<file path="config.mk">
export PLATFORM = sky130hd
export DESIGN_NAME = uart_tx_feeder
export DESIGN_NICKNAME = d
export VERILOG_FILES = /design/src/rtl/uart_tx_feeder.sv
export SDC_FILE = /design/constraint.sdc
export NUM_CORES = 1
export LEC_CHECK = 0
export BUFFER_PORTS_ARGS = -buffer_cell sky130_fd_sc_hd__buf_2
export CAP_MARGIN = 20
export CORE_MARGIN = 8
export CORE_UTILIZATION = 60
export CTS_BUF_LIST = sky130_fd_sc_hd__clkbuf_8
export DETAILED_ROUTE_END_ITERATION = 8
export PLACE_DENSITY_LB_ADDON = 0.1
export SYNTH_ARGS = -nofsm -noshare
export SYNTH_HDL_FRONTEND = slang
export SYNTH_SLANG_ARGS = --single-unit
</file>
<file path="constraint.sdc">
create_clock -name clk -period 5.55 [get_ports clk]
set_clock_uncertainty 0.05 [all_clocks]
set_input_delay 0.2775 -clock clk [delete_from_list [all_inputs] [get_ports clk]]
set_output_delay 0.2775 -clock clk [all_outputs]
set_load 0.01 [all_outputs]
</file>
<file path="src/rtl/uart_tx_feeder.sv">
// rtl/uart_tx_feeder.sv - byte FIFO and launch sequencer feeding uart_send
// Optional inter-frame gap state: UART_TX_FEEDER_GAP_EN
module uart_tx_feeder #(
    parameter int DEPTH      = 16,
    parameter int ADDR_W     = 4,
    parameter int BUSY_TMO   = 4,
    parameter int GAP_CYCLES = 2
) (
    input  logic              clk,
    input  logic              rst,
    input  logic              wr_en,
    input  logic [7:0]        wr_data,
    output logic              full,
    output logic              empty,
    output logic [ADDR_W:0]   count,
    output logic              overflow,
    output logic              tmo_err,
    input  logic              send_busy,
    output logic              send_trig,
    output logic [7:0]        send_data
);

    localparam int TMR_MAX = (BUSY_TMO > GAP_CYCLES) ? BUSY_TMO : GAP_CYCLES;
    localparam int TMR_W   = $clog2(TMR_MAX + 1);

    typedef enum logic [2:0] {
        S_IDLE,
        S_TRIG,
        S_WAIT_BUSY,
        S_WAIT_DONE
`ifdef UART_TX_FEEDER_GAP_EN
        , S_GAP
`endif
    } state_t;

    logic [7:0]        mem_q [DEPTH];
    state_t            state_q, state_d;
    logic [ADDR_W-1:0] wr_ptr_q, wr_ptr_d;
    logic [ADDR_W-1:0] rd_ptr_q, rd_ptr_d;
    logic [ADDR_W:0]   count_q, count_d;
    logic              full_q, full_d;
    logic              empty_q, empty_d;
    logic              overflow_q, overflow_d;
    logic              tmo_err_q, tmo_err_d;
    logic              send_trig_q, send_trig_d;
    logic [7:0]        send_data_q, send_data_d;
    logic [TMR_W-1:0]  tmr_q, tmr_d;
    logic              wr_accept;
    logic              pop;

    // Pop only when uart_send is idle, so a reset mid-frame never re-triggers it.
    assign wr_accept = wr_en && !full_q;
    assign pop       = (state_q == S_IDLE) && !empty_q && !send_busy;

    always_comb begin
        state_d     = state_q;
        tmr_d       = tmr_q;
        send_data_d = send_data_q;
        send_trig_d = 1'b0;
        tmo_err_d   = tmo_err_q;
        overflow_d  = overflow_q | (wr_en & full_q);
        wr_ptr_d    = wr_ptr_q + ADDR_W'(wr_accept);
        rd_ptr_d    = rd_ptr_q + ADDR_W'(pop);
        case ({wr_accept, pop})
            2'b10:   count_d = count_q + 1'b1;
            2'b01:   count_d = count_q - 1'b1;
            default: count_d = count_q;
        endcase
        full_d  = (count_d == (ADDR_W + 1)'(DEPTH));
        empty_d = (count_d == '0);

        case (state_q)
            S_IDLE: begin
                if (pop) begin
                    send_data_d = mem_q[rd_ptr_q];
                    state_d     = S_TRIG;
                end
            end
            S_TRIG: begin
                send_trig_d = 1'b1;
                tmr_d       = '0;
                state_d     = S_WAIT_BUSY;
            end
            S_WAIT_BUSY: begin
                if (send_busy) begin
                    state_d = S_WAIT_DONE;
                end else if (tmr_q == TMR_W'(BUSY_TMO - 1)) begin
                    tmo_err_d = 1'b1;
                    state_d   = S_IDLE;
                end else begin
                    tmr_d = tmr_q + 1'b1;
                end
            end
            S_WAIT_DONE: begin
                if (!send_busy) begin
`ifdef UART_TX_FEEDER_GAP_EN
                    tmr_d   = '0;
                    state_d = S_GAP;
`else
                    state_d = S_IDLE;
`endif
                end
            end
`ifdef UART_TX_FEEDER_GAP_EN
            S_GAP: begin
                if (tmr_q == TMR_W'(GAP_CYCLES - 1)) begin
                    state_d = S_IDLE;
                end else begin
                    tmr_d = tmr_q + 1'b1;
                end
            end
`endif
            default: state_d = S_IDLE;
        endcase
    end

    // Storage is deliberately left out of reset.
    always_ff @(posedge clk) begin
        if (wr_accept) begin
            mem_q[wr_ptr_q] <= wr_data;
        end
    end

    always_ff @(posedge clk) begin
        if (rst) begin
            state_q     <= S_IDLE;
            tmr_q       <= '0;
            wr_ptr_q    <= '0;
            rd_ptr_q    <= '0;
            count_q     <= '0;
            full_q      <= 1'b0;
            empty_q     <= 1'b1;
            overflow_q  <= 1'b0;
            tmo_err_q   <= 1'b0;
            send_trig_q <= 1'b0;
            send_data_q <= 8'h00;
        end else begin
            state_q     <= state_d;
            tmr_q       <= tmr_d;
            wr_ptr_q    <= wr_ptr_d;
            rd_ptr_q    <= rd_ptr_d;
            count_q     <= count_d;
            full_q      <= full_d;
            empty_q     <= empty_d;
            overflow_q  <= overflow_d;
            tmo_err_q   <= tmo_err_d;
            send_trig_q <= send_trig_d;
            send_data_q <= send_data_d;
        end
    end

    assign full      = full_q;
    assign empty     = empty_q;
    assign count     = count_q;
    assign overflow  = overflow_q;
    assign tmo_err   = tmo_err_q;
    assign send_trig = send_trig_q;
    assign send_data = send_data_q;

endmodule

</file>
==> results.tsv, run 1 <==
metric	value	unit
p_per_area	370	nW/um2
hold_path_end	overflow	
drv_slew	0	
grt_pass1_vias	3414	
synthArstFlopShare	0	
crit_type	flop to flop	
grt_util_met3	0.0528	
tightest_slew	1070	ps
area_growth	10.0	%
via_per_inst	5.91	
p_clk_frac	0.313	
setup_viol	0	
cp-start-kind	flop	
fin_setup_tns	0	ps
gp_congestion	0.802	
cp.arrival	3200	ps
worstReg2RegEnd	full	
die_area	14100	um2
crit_fanout	18	
ant_nets	0	
ys_warn_count	0	
final_cell_mix	edfxtp_1 (128), nor2_1 (42), dfxtp_1 (29), buf_2 (29), a21oi_1 (23)	
timing.fmax	343	MHz
drt_drc_violations_left	0	
r2r_start	state_q[0]	
cts_setup_buffers	0	
hold_violations	0	
wl	11600	um
synth_edf_count	128	
clk_latency	430	ps
syn-num-nets	389	
cts_hold_buf	0	
grt_usage	0.172	
met2_usage	0.283	
antenna_found_initial	0	
rr_worst_depth	11	
cts_root_buf	clkbuf_8	
yosysTopAreaCellShare	0.609	
cts.htree.levels	4	
cp.required	5830	ps
layout-drive-gt1-share	0.208	
die_h	119	um
grt_busiest_layer	met2	
synth-main-ff-cell	edfxtp_1	
die_x	119	um
drt_iter0_markers	225	
synth-seq-cells	159	
hold_path_depth	3	
synth_area	6310	um2
met1_usage	0.205	
via_count	3252	
p_leak	0.00239	uW
final_core_util	0.676	
slew_headroom	0.285	
finalCriticalPeriod	2910	ps
max_cap_viol_count	0	
ff2ff_setup_slack	2640	ps
ir_drop	0.250	mV
ctsResizeCount	0	
yosysSeqAreaShare	0.707	
min_path_type	input port to flop	
layout.cells.most_common	edfxtp_1	
status	finished, final reports clean	
synth_cells	367	
grt_pass1_wl	18200	um
rsz0062_at_grt	false	
post-route-period-util	0.525	
cts.reportedPaths.clkPinSlew	80	ps
cts_made_buffers	17	
ios	30	
place.port_buffers	29	
clock_path_buffers	2	
cts_tree	built	
core	10300	um2
synthDistinctLibCells	41	
seq_power_share	0.544	
clkSinkCount	159	
start_util	0.614	
fin_nets	423	
grt_max_degree	35	
grt_overflow_total	0	
cp-end-kind	flop	
wl_per_cell	21.1	um
swShare	0.257	
synth_area_leaders	edfxtp_1 (61%), dfxtp_1 (9.8%), mux4_2 (6.4%)	
yosysTopAreaCell	edfxtp_1	
firstDrtPassIters	4	
holdCritStartpoint	wr_en	
dp_hpwl	7320	um
antenna_cells	0	
syn_avg_cell_area	17.2	um2
power_frac_comb	0.143	
p_int	1910	uW
rows	37	
netSwitchingPower	659	uW
[how the worst max path moves through the flow]
stage / end / cells after the start / startpoint
final: full / 11 / state_q[0]
after global routing: full / 11 / state_q[0]
after CTS: full / 11 / state_q[0]
after detailed placement: full / 12 / send_busy
after global placement: full / 12 / send_busy
after floorplan: full / 13 / state_q[1]
[area by class of cell]
cell class	count	area, um2
timing repair buffer	33	175
fill	682	3330
sequential	159	4470
clock inverter	15	148
inverter	5	18.8
tap	136	170
clock buffer	17	234
multi-input combinational	185	1740
[power by group through the flow]
| stage | Clock [uW] | Sequential, uW | Combinational (uW) |
|---|---|---|---|
| 2_1_floorplan | 0 | 1400 | 290 |
| 5_1_grt | 868 | 1410 | 405 |
| 3_3_place_gp | 0 | 1420 | 360 |
| 3_5_place_dp | 0 | 1420 | 372 |
| 4_1_cts | 826 | 1400 | 373 |
| 6_report | 805 | 1400 | 367 |
[registers in the layout, summed over array words and instances, names as in the netlist, 2 cells and up]
name and count:
tmr_q 3, count 5, state_q 2, wr_ptr_q 4, mem_q 128, send_data 8
rd_ptr_q 4
[synth_stat cells (all sizes together) (2+ instances only)]
cell type	n
a211oi	2
a21oi	23
a22oi	16
a31oi	2
buf	12
clkbuf	6
dfxtp	31
edfxtp	128
ha	10
inv	5
mux2i	4
mux4	32
nand2	6
nand2b	4
nand3	5
nand3b	3
nor2	42
nor2b	8
nor3	4
nor3b	2
o2111a	2
o21ai	2
xnor2	3
xor2	5
[logic make-up (layout without fill, tap and decap cells)]
kind of cell,after synthesis,count (layout),share of synthesized area
XOR/XNOR,8,8,0.0111
flip-flops,159,159,0.707
AND/OR/NAND/NOR,79,79,0.0600
adder cells (fa/ha/maj),10,10,0.0198
buffers and inverters,23,70,0.0190
multiplexers,37,37,0.131
AO/OA/AOI/OAI,51,51,0.0525
[routing by layer]
layer / wire, um / vias up
met2: 5740 / 100
met4: 218 / 0
met1: 4700 / 1616
met5: 0 / -
met3: 979 / 19
li1: - / 1517
[metrics by stage]
| step | hold slack, ps | area [um2] | cells | setup slack, ps | total power, uW |
|---|---|---|---|---|---|
| 2_1_floorplan | 326 | 6310 | 367 | 2820 | 1690 |
| 3_3_place_gp | 395 | 6570 | 518 | 2710 | 1780 |
| 3_5_place_dp | 418 | 6570 | 518 | 2640 | 1800 |
| 4_1_cts | 23.3 | 6950 | 550 | 2680 | 2600 |
| 5_1_grt | 52.0 | 6950 | 550 | 2380 | 2680 |
| 6_report | 54.2 | 6950 | 550 | 2640 | 2570 |
[critical path: stages (launching register included)]
cell and delay [ps]:
dfxtp_1 330, nor2_1 240, nand2_2 270, inv_1 190
ha_1 360, xor2_1 190, ha_1 210, o21a_1 120
o21ai_0 80, a221oi_1 270, mux2_2 400, o2111a_1 120
No activity file was read; power rests on OpenSTA's default activity.
==> run 2, diff against run 1 <==
--- a/config.mk
+++ b/config.mk
@@ -5,6 +5,7 @@
 export SDC_FILE = /design/constraint.sdc
 export NUM_CORES = 1
 export LEC_CHECK = 0
+export ABC_AREA = 1
 export BUFFER_PORTS_ARGS = -buffer_cell sky130_fd_sc_hd__buf_2
 export CAP_MARGIN = 20
 export CORE_MARGIN = 8
==> constraint.sdc (replaced) <==
create_clock -name clk -period 2.9 [get_ports clk]
set_clock_uncertainty 0.05 [all_clocks]
set_input_delay 0.145 -clock clk [delete_from_list [all_inputs] [get_ports clk]]
set_output_delay 0.145 -clock clk [all_outputs]
set_load 0.01 [all_outputs]
==> results.tsv, run 2 <==
metric	value	unit	change
status	finished, final reports clean		
p_int	3590	uW	+88%
cpPeakStageDelay	330	ps	-70 ps
cts_tree	built		
wl	13900	um	+19%
grt_pass1_vias	4131		+21%
ctsResizeCount	0		unchanged
post-route-period-util	0.779		+0.254
synth_area	6590	um2	+4.4%
wl_per_cell	18.1	um	-14%
swShare	0.312		+0.0550
die_area	14600	um2	+3.8%
power_frac_comb	0.209		+0.066
netSwitchingPower	1630	uW	+150%
cts_setup_buffers	0		unchanged
min_path_type	input port to flop		
synth_area_leaders	edfxtp_1 (58%), dfxtp_1 (9.4%), nor2_1 (8.5%)		
slew_headroom	0.435		+0.150
cp.required	3250	ps	-2580 ps
firstDrtPassIters	6		+2
synth_edf_count	128		unchanged
n_fill_cell	825		+21%
gp_congestion	0.834		+4.1%
rsz0062_at_grt	false		
fin_nets	636		+50%
yosysTopAreaCell	edfxtp_1		
drt_iter0_markers	410		+82%
dp_hpwl	8710	um	+19%
die_h	121	um	+1.9%
final_cell_mix	nor2_1 (150), edfxtp_1 (128), nand2_1 (44), o21ai_0 (40)		
layout.cells.most_common	nor2_1		
clock_path_buffers	2		unchanged
stdcell_area	7110	um2	+2.3%
ios	30		unchanged
path_cells	nor2_1 > inv_1 > ha_1 > nand2_1 > inv_1 > nor2_1 > ha_1 > inv_1 > nand2_1 > nand2_1 > nand3_1 > nand2_1 > nor2_1 > nand3_1 > o21bai_1		
holdWs	12.1	ps	-42.1 ps
place.port_buffers	29		unchanged
largest_reg_flops	128		unchanged
clk_latency	460	ps	+30 ps
grt_pass1_wl	21800	um	+20%
area_growth	7.78	%	
seq_power_share	0.517		-0.027
cts_hold_buf	1		+1
cts_root_buf	clkbuf_8		
ys_warn_count	0		unchanged
cts.htree.levels	4		unchanged
core	10800	um2	+5.0%
die_x	121	um	+1.9%
drt_drc_violations_left	0		unchanged
cpMostUsedCell	nand2_1		
p_clk_frac	0.274		-0.039
fin_setup_tns	0	ps	unchanged
cp-start-kind	flop		
synth-seq-cells	159		unchanged
clkSinkCount	159		unchanged
timing.fmax	443	MHz	+29%
cts_made_buffers	17		unchanged
via_count	4367		+34%
cp-end-kind	flop		
start_util	0.611		-0.00350
p_per_area	734	nW/um2	+99%
ant_nets	0		unchanged
setup_viol	0		unchanged
crit_fanout	6		-12
ir_drop	0.366	mV	+46%
grt_usage	0.201		+0.0283
max_cap_viol_count	0		unchanged
tightest_slew	844	ps	-224 ps
yosysTopAreaCellShare	0.583		-0.0258
synth_cells	586		+60%
p_leak	0.00262	uW	+9.4%
grt_overflow_total	0		unchanged
finalCriticalPeriod	2260	ps	-654 ps
synthDistinctLibCells	29		-29%
syn-num-nets	608		+56%
yosys-top-cells-count	nor2_1 (150), edfxtp_1 (128), nand2_1 (44)		
cts.reportedPaths.clkPinSlew	80	ps	about the same
synthArstFlopShare	0		unchanged
hold_violations	0		unchanged
slowest_stage	dfxtp_1		
cp.arrival	2610	ps	-590 ps
via_per_inst	5.70		-3.6%
yosysSeqAreaShare	0.677		-0.0299
synthMostInstantiatedCell	nor2_1		
grt_max_degree	65		+86%
largest_register	mem_q		
antenna_found_initial	0		unchanged
syn_avg_cell_area	11.3	um2	-35%
placed_area	6760	um2	+2.9%
antenna_cells	0		unchanged
synth-main-ff-cell	edfxtp_1		
crit_type	flop to flop		
drv_slew	0		unchanged
rows	38		+2.7%
layout-drive-gt1-share	0.112		-0.0959
==> run 2: through the flow <==
step                setup WS, ps  utilization  power (uW)  cells
global placement             849        0.626        3800    734
floorplan                    723            -        3560    586
global route                 409        0.658        5480    766
detailed placement           697        0.626        3830    734
CTS                          682        0.658        5230    766
finish                       641        0.658        5220    766
==> run 2: worst paths after layout <==
path | slack (ps) | cells after the start | startpoint | to
worst max register to register | 640 | 15 | full | empty
worst min-delay path | 10 | 4 | send_busy | tmo_err
worst max-delay path | 640 | 15 | full | empty
worst min register to register | 410 | 1 | tmr_q[0] | tmr_q[0]
==> run 2: power by group through the flow <==
| stage | clock (uW) | combinational (uW) | sequential [uW] |
|---|---|---|---|
| 3_5_place_dp | 0 | 1080 | 2750 |
| 3_3_place_gp | 0 | 1060 | 2740 |
| 5_1_grt | 1540 | 1230 | 2710 |
| 4_1_cts | 1450 | 1090 | 2700 |
| 2_1_floorplan | 0 | 829 | 2730 |
| 6_report | 1430 | 1090 | 2700 |
==> run 2: worst max-delay path, delay by kind of cell (launching register included) <==
kind	cells	cell delay (ps)
compound gates	1	140
fa+ha+maj	2	440
buf+inv	3	220
flops	1	330
simple gates	9	1020
==> run 2: kinds of logic (layout without fill, tap and decap cells) <==
logic type / count (synthesis) / in the layout / synth area share
and+or+nand+nor: 234 / 234 / 0.144
AOI/OAI and AO/OA: 111 / 111 / 0.0975
xor gates and xnor gates: 4 / 4 / 0.00531
muxes: 1 / 1 / 0.00152
buffers and inverters: 67 / 107 / 0.0554
adders and majority gates: 10 / 10 / 0.0190
DFF: 159 / 159 / 0.677
==> run 2: layer usage <==
layer / routed length [um] / track usage
met1: 5940 / 0.257
met2: 6600 / 0.318
met4: 242 / 0.0820
met3: 1100 / 0.0531
met5: 0 / 0
==> run 2: final cells by class <==
cell class	count	area, um2	area share
inverter	38	148	0.0208
multi-input combinational	360	1760	0.248
timing repair buffer	38	215	0.0303
sequential	159	4470	0.629
clock inverter	14	104	0.0146
clock buffer	17	234	0.0329
tap	140	175	0.0246
